===== config.mk =====
export PLATFORM = sky130hd
export DESIGN_NAME = dds_chirp_sweep_gen
export DESIGN_NICKNAME = d
export VERILOG_FILES = /design/src/rtl/dds_chirp_sweep_gen.sv
export SDC_FILE = /design/constraint.sdc
export NUM_CORES = 1
export LEC_CHECK = 0
export CORE_MARGIN = 4
export CORE_UTILIZATION = 49
export CTS_CLUSTER_DIAMETER = 120
export DETAILED_ROUTE_END_ITERATION = 10
export GPL_TIMING_DRIVEN = 0
export HOLD_SLACK_MARGIN = 0.03
export PLACE_DENSITY = 0.77
export SLEW_MARGIN = 20
export SYNTH_ARGS = -nofsm -noshare
export SYNTH_HDL_FRONTEND = slang
export SYNTH_SLANG_ARGS = --single-unit

===== constraint.sdc =====
create_clock -name clk_96 -period 4.3 [get_ports clk_96]
set_input_delay 0.43 -clock clk_96 [delete_from_list [all_inputs] [get_ports clk_96]]
set_output_delay 0.43 -clock clk_96 [all_outputs]
set_load 0.03 [all_outputs]

===== src/rtl/dds_chirp_sweep_gen.sv =====
// dds_chirp_sweep_gen: linear-FM phase-increment sweep generator for a DDS core; optional phase accumulator under DDS_CHIRP_PHASE_ACC_EN
module dds_chirp_sweep_gen #(
  parameter int PHASE_W = 48,
  parameter int RATE_W  = 32,
  parameter int LEN_W   = 16
) (
  input  logic               clk_96,
  input  logic               rst_n,
  input  logic               cfg_valid,
  output logic               cfg_ready,
  input  logic [PHASE_W-1:0] cfg_freq,
  input  logic [PHASE_W-1:0] cfg_delta,
  input  logic [RATE_W-1:0]  cfg_rate,
  input  logic [LEN_W-1:0]   cfg_len,
  input  logic [1:0]         cfg_mode,
  input  logic               start,
  input  logic               stop,
  output logic [PHASE_W-1:0] phase_inc_o,
  output logic [PHASE_W-1:0] phase_o,
  output logic               out_valid,
  output logic               busy,
  output logic               done
);
  typedef enum logic [1:0] {IDLE, ARM, SWEEP, DONE} state_t;
  state_t state_q, state_d;
  logic [PHASE_W-1:0] freq_q, freq_d, delta_q, delta_d, inc_q, inc_d, phase_inc_q, phase_inc_d;
  logic [RATE_W-1:0]  rate_q, rate_d, rate_cnt_q, rate_cnt_d;
  logic [LEN_W-1:0]   len_q, len_d, step_cnt_q, step_cnt_d;
  logic [1:0]         mode_q, mode_d;
  logic cfg_loaded_q, cfg_loaded_d, start_dly_q, start_dly_d, dir_q, dir_d, hold_q, hold_d;
  logic cfg_ready_q, cfg_ready_d, out_valid_q, out_valid_d, busy_q, busy_d, done_q, done_d;
  logic start_edge, step_ev, seg_end;
  // next-state logic: config capture, sweep stepping and registered outputs computed from the current state
  always_comb begin
    start_edge   = start & ~start_dly_q;
    step_ev      = state_q == SWEEP && !hold_q && rate_cnt_q == rate_q;
    seg_end      = step_cnt_q == len_q;
    state_d      = state_q;
    freq_d       = freq_q;
    delta_d      = delta_q;
    rate_d       = rate_q;
    len_d        = len_q;
    mode_d       = mode_q;
    cfg_loaded_d = cfg_loaded_q;
    start_dly_d  = start;
    inc_d        = inc_q;
    rate_cnt_d   = rate_cnt_q;
    step_cnt_d   = step_cnt_q;
    dir_d        = dir_q;
    hold_d       = hold_q;
    if (cfg_valid && cfg_ready_q) begin
      freq_d       = cfg_freq;
      delta_d      = cfg_delta;
      rate_d       = cfg_rate;
      len_d        = cfg_len;
      mode_d       = cfg_mode;
      cfg_loaded_d = 1'b1;
    end
    case (state_q)
      IDLE:  state_d = (start_edge && cfg_loaded_q && !stop) ? ARM : IDLE;
      ARM: begin
        inc_d      = freq_q;
        rate_cnt_d = '0;
        step_cnt_d = '0;
        dir_d      = 1'b0;
        hold_d     = 1'b0;
        state_d    = SWEEP;
      end
      SWEEP: begin
        rate_cnt_d = step_ev ? '0 : rate_cnt_q + 1'b1;
        if (step_ev && !seg_end) begin
          inc_d      = dir_q ? inc_q - delta_q : inc_q + delta_q;
          step_cnt_d = step_cnt_q + 1'b1;
        end else if (step_ev) begin
          state_d    = mode_q == 2'd0 ? DONE : SWEEP;
          inc_d      = mode_q == 2'd1 ? freq_q : inc_q;
          step_cnt_d = mode_q inside {2'd1, 2'd2} ? '0 : step_cnt_q;
          dir_d      = mode_q == 2'd2 ? ~dir_q : dir_q;
          hold_d     = mode_q == 2'd3;
        end
      end
      DONE:  state_d = IDLE;
      default: state_d = IDLE;
    endcase
    if (stop && state_q != IDLE) state_d = IDLE;
    out_valid_d = state_q == SWEEP && !stop;
    done_d      = state_q == DONE && !stop;
    busy_d      = state_q != IDLE && !stop;
    phase_inc_d = out_valid_d ? inc_q : '0;
    cfg_ready_d = state_d == IDLE;
  end
  // state, shadow config and output registers
  always_ff @(posedge clk_96) begin
    if (!rst_n) begin
      state_q      <= IDLE;
      freq_q       <= '0;
      delta_q      <= '0;
      rate_q       <= '0;
      len_q        <= '0;
      mode_q       <= '0;
      cfg_loaded_q <= 1'b0;
      start_dly_q  <= 1'b0;
      inc_q        <= '0;
      rate_cnt_q   <= '0;
      step_cnt_q   <= '0;
      dir_q        <= 1'b0;
      hold_q       <= 1'b0;
      phase_inc_q  <= '0;
      cfg_ready_q  <= 1'b0;
      out_valid_q  <= 1'b0;
      busy_q       <= 1'b0;
      done_q       <= 1'b0;
    end else begin
      state_q      <= state_d;
      freq_q       <= freq_d;
      delta_q      <= delta_d;
      rate_q       <= rate_d;
      len_q        <= len_d;
      mode_q       <= mode_d;
      cfg_loaded_q <= cfg_loaded_d;
      start_dly_q  <= start_dly_d;
      inc_q        <= inc_d;
      rate_cnt_q   <= rate_cnt_d;
      step_cnt_q   <= step_cnt_d;
      dir_q        <= dir_d;
      hold_q       <= hold_d;
      phase_inc_q  <= phase_inc_d;
      cfg_ready_q  <= cfg_ready_d;
      out_valid_q  <= out_valid_d;
      busy_q       <= busy_d;
      done_q       <= done_d;
    end
  end
`ifdef DDS_CHIRP_PHASE_ACC_EN
  logic [PHASE_W-1:0] phase_q, phase_d, phase_out_q, phase_out_d;
  // accumulator restarts at zero on arm and advances by the live increment every sweep cycle
  always_comb begin
    phase_d     = state_q == ARM ? '0 : state_q == SWEEP ? phase_q + inc_q : phase_q;
    phase_out_d = out_valid_d ? phase_q : '0;
  end
  // accumulator and phase output registers
  always_ff @(posedge clk_96) begin
    if (!rst_n) begin
      phase_q     <= '0;
      phase_out_q <= '0;
    end else begin
      phase_q     <= phase_d;
      phase_out_q <= phase_out_d;
    end
  end
  assign phase_o = phase_out_q;
`else
  assign phase_o = '0;
`endif
  assign cfg_ready   = cfg_ready_q;
  assign phase_inc_o = phase_inc_q;
  assign out_valid   = out_valid_q;
  assign busy        = busy_q;
  assign done        = done_q;
endmodule

### Yosys cells after proc, flatten, opt, wreduce, memory -nomap -nowiden

Index checks and enable logic that the tools add are counted.
W data, S select, Z words.

| word-level totals | value |
|---|---|
| register bits after elaboration | 300 |
| bits in latches | 0 |
| RAM bits | 0 |
| ROM bits | 0 |
| bits of input ports | 151 |
| output and inout port bits | 100 |
| word-level logic and storage cells | 87 |
| memories | 0 |

| cells by class | value |
|---|---|
| $add $sub $neg | 4 |
| multipliers | 0 |
| divide/modulo/power cells | 0 |
| $lt $le $gt $ge | 0 |
| eq/ne operators | 14 |
| shift-type cells | 0 |
| mux-type cells | 24 |
| bitwise operators | 3 |
| reductions and logical operators | 24 |

Operators by type and width:

| cell | count |
|---|---|
| $mux W48 | 4 |
| $pmux W48 S2 | 1 |
| $pmux W32 S2 | 1 |
| $add A48 B48 Y48 | 1 |
| $mux W16 | 3 |
| $sub A48 B48 Y48 | 1 |
| $add A32 B1 Y32 const B | 1 |
| $eq A32 B32 Y1 | 1 |
| $mux W32 | 1 |
| $pmux W16 S2 | 1 |
| $add A16 B1 Y16 const B | 1 |
| $eq A16 B16 Y1 | 1 |
| $logic_and A1 B1 Y1 | 10 |
| $reduce_and A3 Y1 | 3 |
| $eq A2 B2 Y1 const B | 4 |
| $pmux W2 S4 | 1 |
| $mux W1 | 7 |
| $logic_not A2 Y1 | 3 |
| $mux W2 | 3 |
| $ne A3 B1 Y1 const B | 2 |
| $reduce_bool A2 Y1 | 3 |
| $eq A2 B1 Y1 const B | 2 |
| $ne A2 B2 Y1 const B | 2 |
| $pmux W1 S2 | 2 |
| 7 further kinds | 10 |

### Longest topological paths before layout

| logic depth | value |
|---|---|
| depth after elaboration | 8 |
| depth in mapped cells | 21 |
| depth with buffers taken out | 20 |

### Worst setup path after synthesis

Ideal clock, no wire load.

| timing | value |
|---|---|
| path type | reg-to-reg |
| start point | register delta_q[2] |
| end point | register inc_q[47] |
| library setup time | 0.062 ns |
| data arrival time | 4.462 ns |
| data required time | 4.238 ns |
| slack | -0.224 ns |
| cell stages (with the launch flop) | 19 |
| buffers on the path | 1 |
| period minus slack after synthesis | 4.524 ns |
| cell sequence | dfxtp_1 > or4_4 > nor4b_2 > or3b_1 > o41ai_2 > o21ai_1 > xnor2_1 > ha_1 > clkbuf_1 > a21o_1 > a21o_1 > a21o_1 > a21o_1 > a21oi_1 > nor2_1 > o21bai_1 > nand4_1 > or4_1 > nand3_1 |

| on the way | value |
|---|---|
| word-level cells in the longest chain between the ends | 4 |
| elaborated cells between the ends (all ways) | 5 |
| those cells by class | 2 x add/sub; 3 x mux |

RTL lines:

| item | RTL line | text |
|---|---|---|
| start: declaration | 26 | `logic [PHASE_W-1:0] freq_q, freq_d, delta_q, delta_d, inc_q, inc_d, phase_inc_q, phase_inc_d;` |
| start signal: assignment | 116 | `delta_q <= delta_d;` |
| $add A48 B48 Y48 or $sub A48 B48 Y48 (tied branches) | 72 | `inc_d = dir_q ? inc_q - delta_q : inc_q + delta_q;` |
| $mux W48 * | 72 |  |
| $mux W48 * | 71 | `if (step_ev && !seg_end) begin` |
| $pmux W48 S2 * | 59 | `case (state_q)` |
| end signal: assignment | 122 | `inc_q <= inc_d;` |
| end: declaration | 26 |  |

Every way passes the cells marked *; elsewhere a longest branch is shown, timed or not.
A chain may end at the register's enable or synchronous reset.

### Worst setup path in the final report

| timing | value |
|---|---|
| start point | register delta_q[4] |
| end point | register inc_q[47] |

The elaborated chain is that of the path after synthesis.

==> key figures <==
Logic synthesis
  • Post-synthesis sequential area ratio: 0.3840
  • Yosys reg bits: 300
  • Warnings, synthesis: 0
  • Synth top area share: 0.3840
  • Synth Flop Type: dfxtp_1
  • Async SR Flop Fraction: 0
  • Top cells by area, synth: dfxtp_1 38%, nand2_1 9.0%, a21oi_1 8.0%
  • Most common cell in the netlist: nand2_1
  • Cells after Synth: around 2,000
  • Biggest area consumer among synthesized cells: dfxtp_1
  • Post-synth EDFFs: 0
  • Unique cell type count in the Yosys netlist: slightly below 70
  • Top cells by count, synth: 377 x nand2_1, 300 x dfxtp_1, 250 x a21oi_1
  • Avg Cell Area, Syn: just under 8 um2
  • Cell Area, Synth: between 15,000 and 20,000 um2

Timing
  • Final Hold Viols: 0
  • Max transition margin: 0.2648
  • Fmax: about 220 MHz
  • Crit share post-route: 1.064
  • Slew @ Worst Pin: approximately 1.1 ns
  • Final setup fails: 16
  • Hold WS: between 0.4 and 0.5 ns
  • Worst Slack Setup Final: -0.2756 ns
  • RSZ-0062 raised after global routing: yes
  • Max-slew violations: 0
  • Post-Route Skew: 0.01848 ns
  • Min cycle time layout: 4.576 ns

Drt
  • Routed WL: 50.26 mm
  • Residual DRC count: 0
  • DR iter-0 viols: 1,111
  • Vias: between 10,000 and 15,000
  • Post-DR wirelength/cell: around 18 um
  • Via density: around 5.5
  • Post-DRT Antenna Nets: 0
  • First drt pass iteration count: 5

Clock network
  • Worst-path clk slew: ~0.060 ns
  • CTS H-tree lvls: 2
  • Number of hold buffers added after cts: 0
  • CTS root buffer: clkbuf_16
  • CTS tree: built
  • CTS Buf Count: 34
  • CTS sink cnt: 300
  • Clock latency on the worst-skew pair: approximately 0.52 ns
  • Longest Clk Path Bufs: 3

Floorplan
  • IO Pins: 251
  • Area of the core: ~32,000 um2
  • Initial Util: 0.4956
  • Rows: 65
  • Die H: roughly 190 um
  • Die ar.: approximately 35,000 um2
  • Chip width: around 190 um

Setup path
  • Worst Path Arrival: between 5 and 6 ns
  • Worst setup SP type: flop
  • Data required time of the critical path: 4.76 ns
  • Kind of critical path: flop to flop
  • CP Max Fanout: 6
  • CP Capture Type: flop

Placed design
  • Pre-CTS setup slack: -1.331 ns
  • IO Port Bufs: 201
  • Final GP Congestion: around 0.95
  • Final HPWL from detailed placement: approximately 38 mm

Final layout
  • N_diodes: 0
  • Layout cells sized above 1: 0.1149
  • Total Nets Final: 2,503
  • Layout area overhead: 30.18%
  • Fill cells: about 2,700

Min path
  • HP Class: flop to flop

GRT
  • Largest net degree at the start of global routing: 15
  • Total track usage: 0.2714
  • First-pass GRT wire length: slightly below 80 mm
  • Vias in the first global route: 14,420
  • Initial antenna violation count: 0
  • Total gr overflow: 0

Power and ir drop
  • Worst vdd rail ir drop: 0.0002193 V
  • Pleak: 7.972 nW
  • Pwr dens: 359.4 nW/um2

Run status
  • Status: finished, violations left
  • Failing checks: setup timing

Run
  • MaxCap Viol Count: 0
[metal layers]
layer	up-vias	share of wire	track usage	wire, um
met5	-	0	0	0
met4	0	0.038	0.09499	1928
met3	119	0.068	0.04265	3407
met2	597	0.47	0.4583	23370
met1	7008	0.43	0.3546	21550
li1	7248	-	-	-
[worst max-delay path, stage by stage (launching register included)]
cell	delay [ns]
dfxtp_4	0.34
or4_4	0.59
nor4b_4	0.32
or3b_4	0.49
o41ai_4	0.35
o21ai_2	0.12
xnor2_1	0.16
ha_2	0.34
a21o_1	0.19
a21o_1	0.18
a21o_1	0.16
a21o_1	0.18
a21oi_2	0.13
nor2_1	0.06
o21bai_1	0.15
nand4_1	0.13
buf_6	0.15
or4_1	0.41
nand3_1	0.09
[power breakdown]
part           switching, W  internal [W]
clock network       0.00118       0.00180
registers         0.0000868       0.00286
logic              0.000775      0.000615
total               0.00204       0.00528
[final timing paths]
kind                                 start  slack (ns)  cells after the start    endpoint
worst min-delay path            freq_q[34]        0.46                      2  freq_q[34]
worst max-delay path            delta_q[4]       -0.28                     18   inc_q[47]
worst max register to register  delta_q[4]       -0.28                     18   inc_q[47]
worst min register to register  freq_q[34]        0.46                      2  freq_q[34]
[cells by family (layout without fill, tap and decap cells)]
family | Yosys count | after routing | share of synthesized area
compound gates | 435 | 435 | 0.1612
xor+xnor | 176 | 176 | 0.09856
fa+ha+maj | 59 | 59 | 0.04768
buf+inv | 188 | 488 | 0.05752
flops | 300 | 300 | 0.3840
mux | 37 | 37 | 0.02376
other cells | 1 | 48 | 0.0002398
simple gates | 773 | 773 | 0.2270
[flip-flops by register name (all words and copies together) (netlist names), 2 cells and up]
register,cells
delta_q,48
inc_q,48
phase_inc_o,48
freq_q,48
mode_q,2
step_cnt_q,16
len_q,16
rate_cnt_q,32
state_q,2
rate_q,32
[area by class of cell]
type | count | area (um2) | area share
multi-input cells | 1528 | 9413 | 0.4623
well taps | 402 | 503.0 | 0.02471
flip-flops and latches | 300 | 6011 | 0.2952
plain buffers | 143 | 732.0 | 0.03595
clock buffers | 48 | 994.7 | 0.04886
inverters | 31 | 116.4 | 0.005715
clock inverters | 11 | 150.1 | 0.007375
repair buffers | 255 | 2440 | 0.1198
[cell usage in the layout (no fill, tap or decap), drive strengths merged, types with 15 or more instances in the layout]
| cell | Yosys | final |
|---|---|---|
| nand2 | 377 | 377 |
| dfxtp | 300 | 300 |
| a21oi | 250 | 250 |
| clkdlybuf4s50 | 0 | 201 |
| nor2 | 150 | 150 |
| buf | 68 | 124 |
| clkbuf | 89 | 121 |
| xnor2 | 95 | 95 |
| xor2 | 81 | 81 |
| and2 | 62 | 62 |
| o21ai | 60 | 60 |
| ha | 58 | 58 |
| conb | 1 | 48 |
| mux2i | 36 | 36 |
| inv | 31 | 33 |
| a21o | 32 | 32 |
| nor3 | 31 | 31 |
| nor4 | 27 | 27 |
| nand3 | 26 | 26 |
| nand4 | 25 | 25 |
| a211oi | 24 | 24 |
| and3 | 15 | 15 |
| or3 | 15 | 15 |
[metrics by stage]
| step | util | cell area (um2) | total power, W | instances | setup TNS (ns) |
|---|---|---|---|---|---|
| after floorplan | - | 15850 | 0.003808 | 2016 | 0 |
| after global placement | 0.5819 | 18360 | 0.004191 | 2619 | -14.01 |
| after detailed placement | 0.5825 | 18380 | 0.004209 | 2621 | -15.87 |
| after CTS | 0.6370 | 20100 | 0.007281 | 2706 | -2.037 |
| after global routing | 0.6452 | 20360 | 0.007604 | 2718 | -4.833 |
| final | 0.6452 | 20360 | 0.007317 | 2718 | -2.413 |
[repair_timing]
| action | 4_1_cts | 5_1_grt |
|---|---|---|
| setup endpoints to repair | 27 | 28 |
| pin swaps | 60 | 37 |
| buffers inserted | 37 | 15 |
| gates resized for setup | 87 | 30 |
Note: power is estimated with default switching activity, not from simulation.
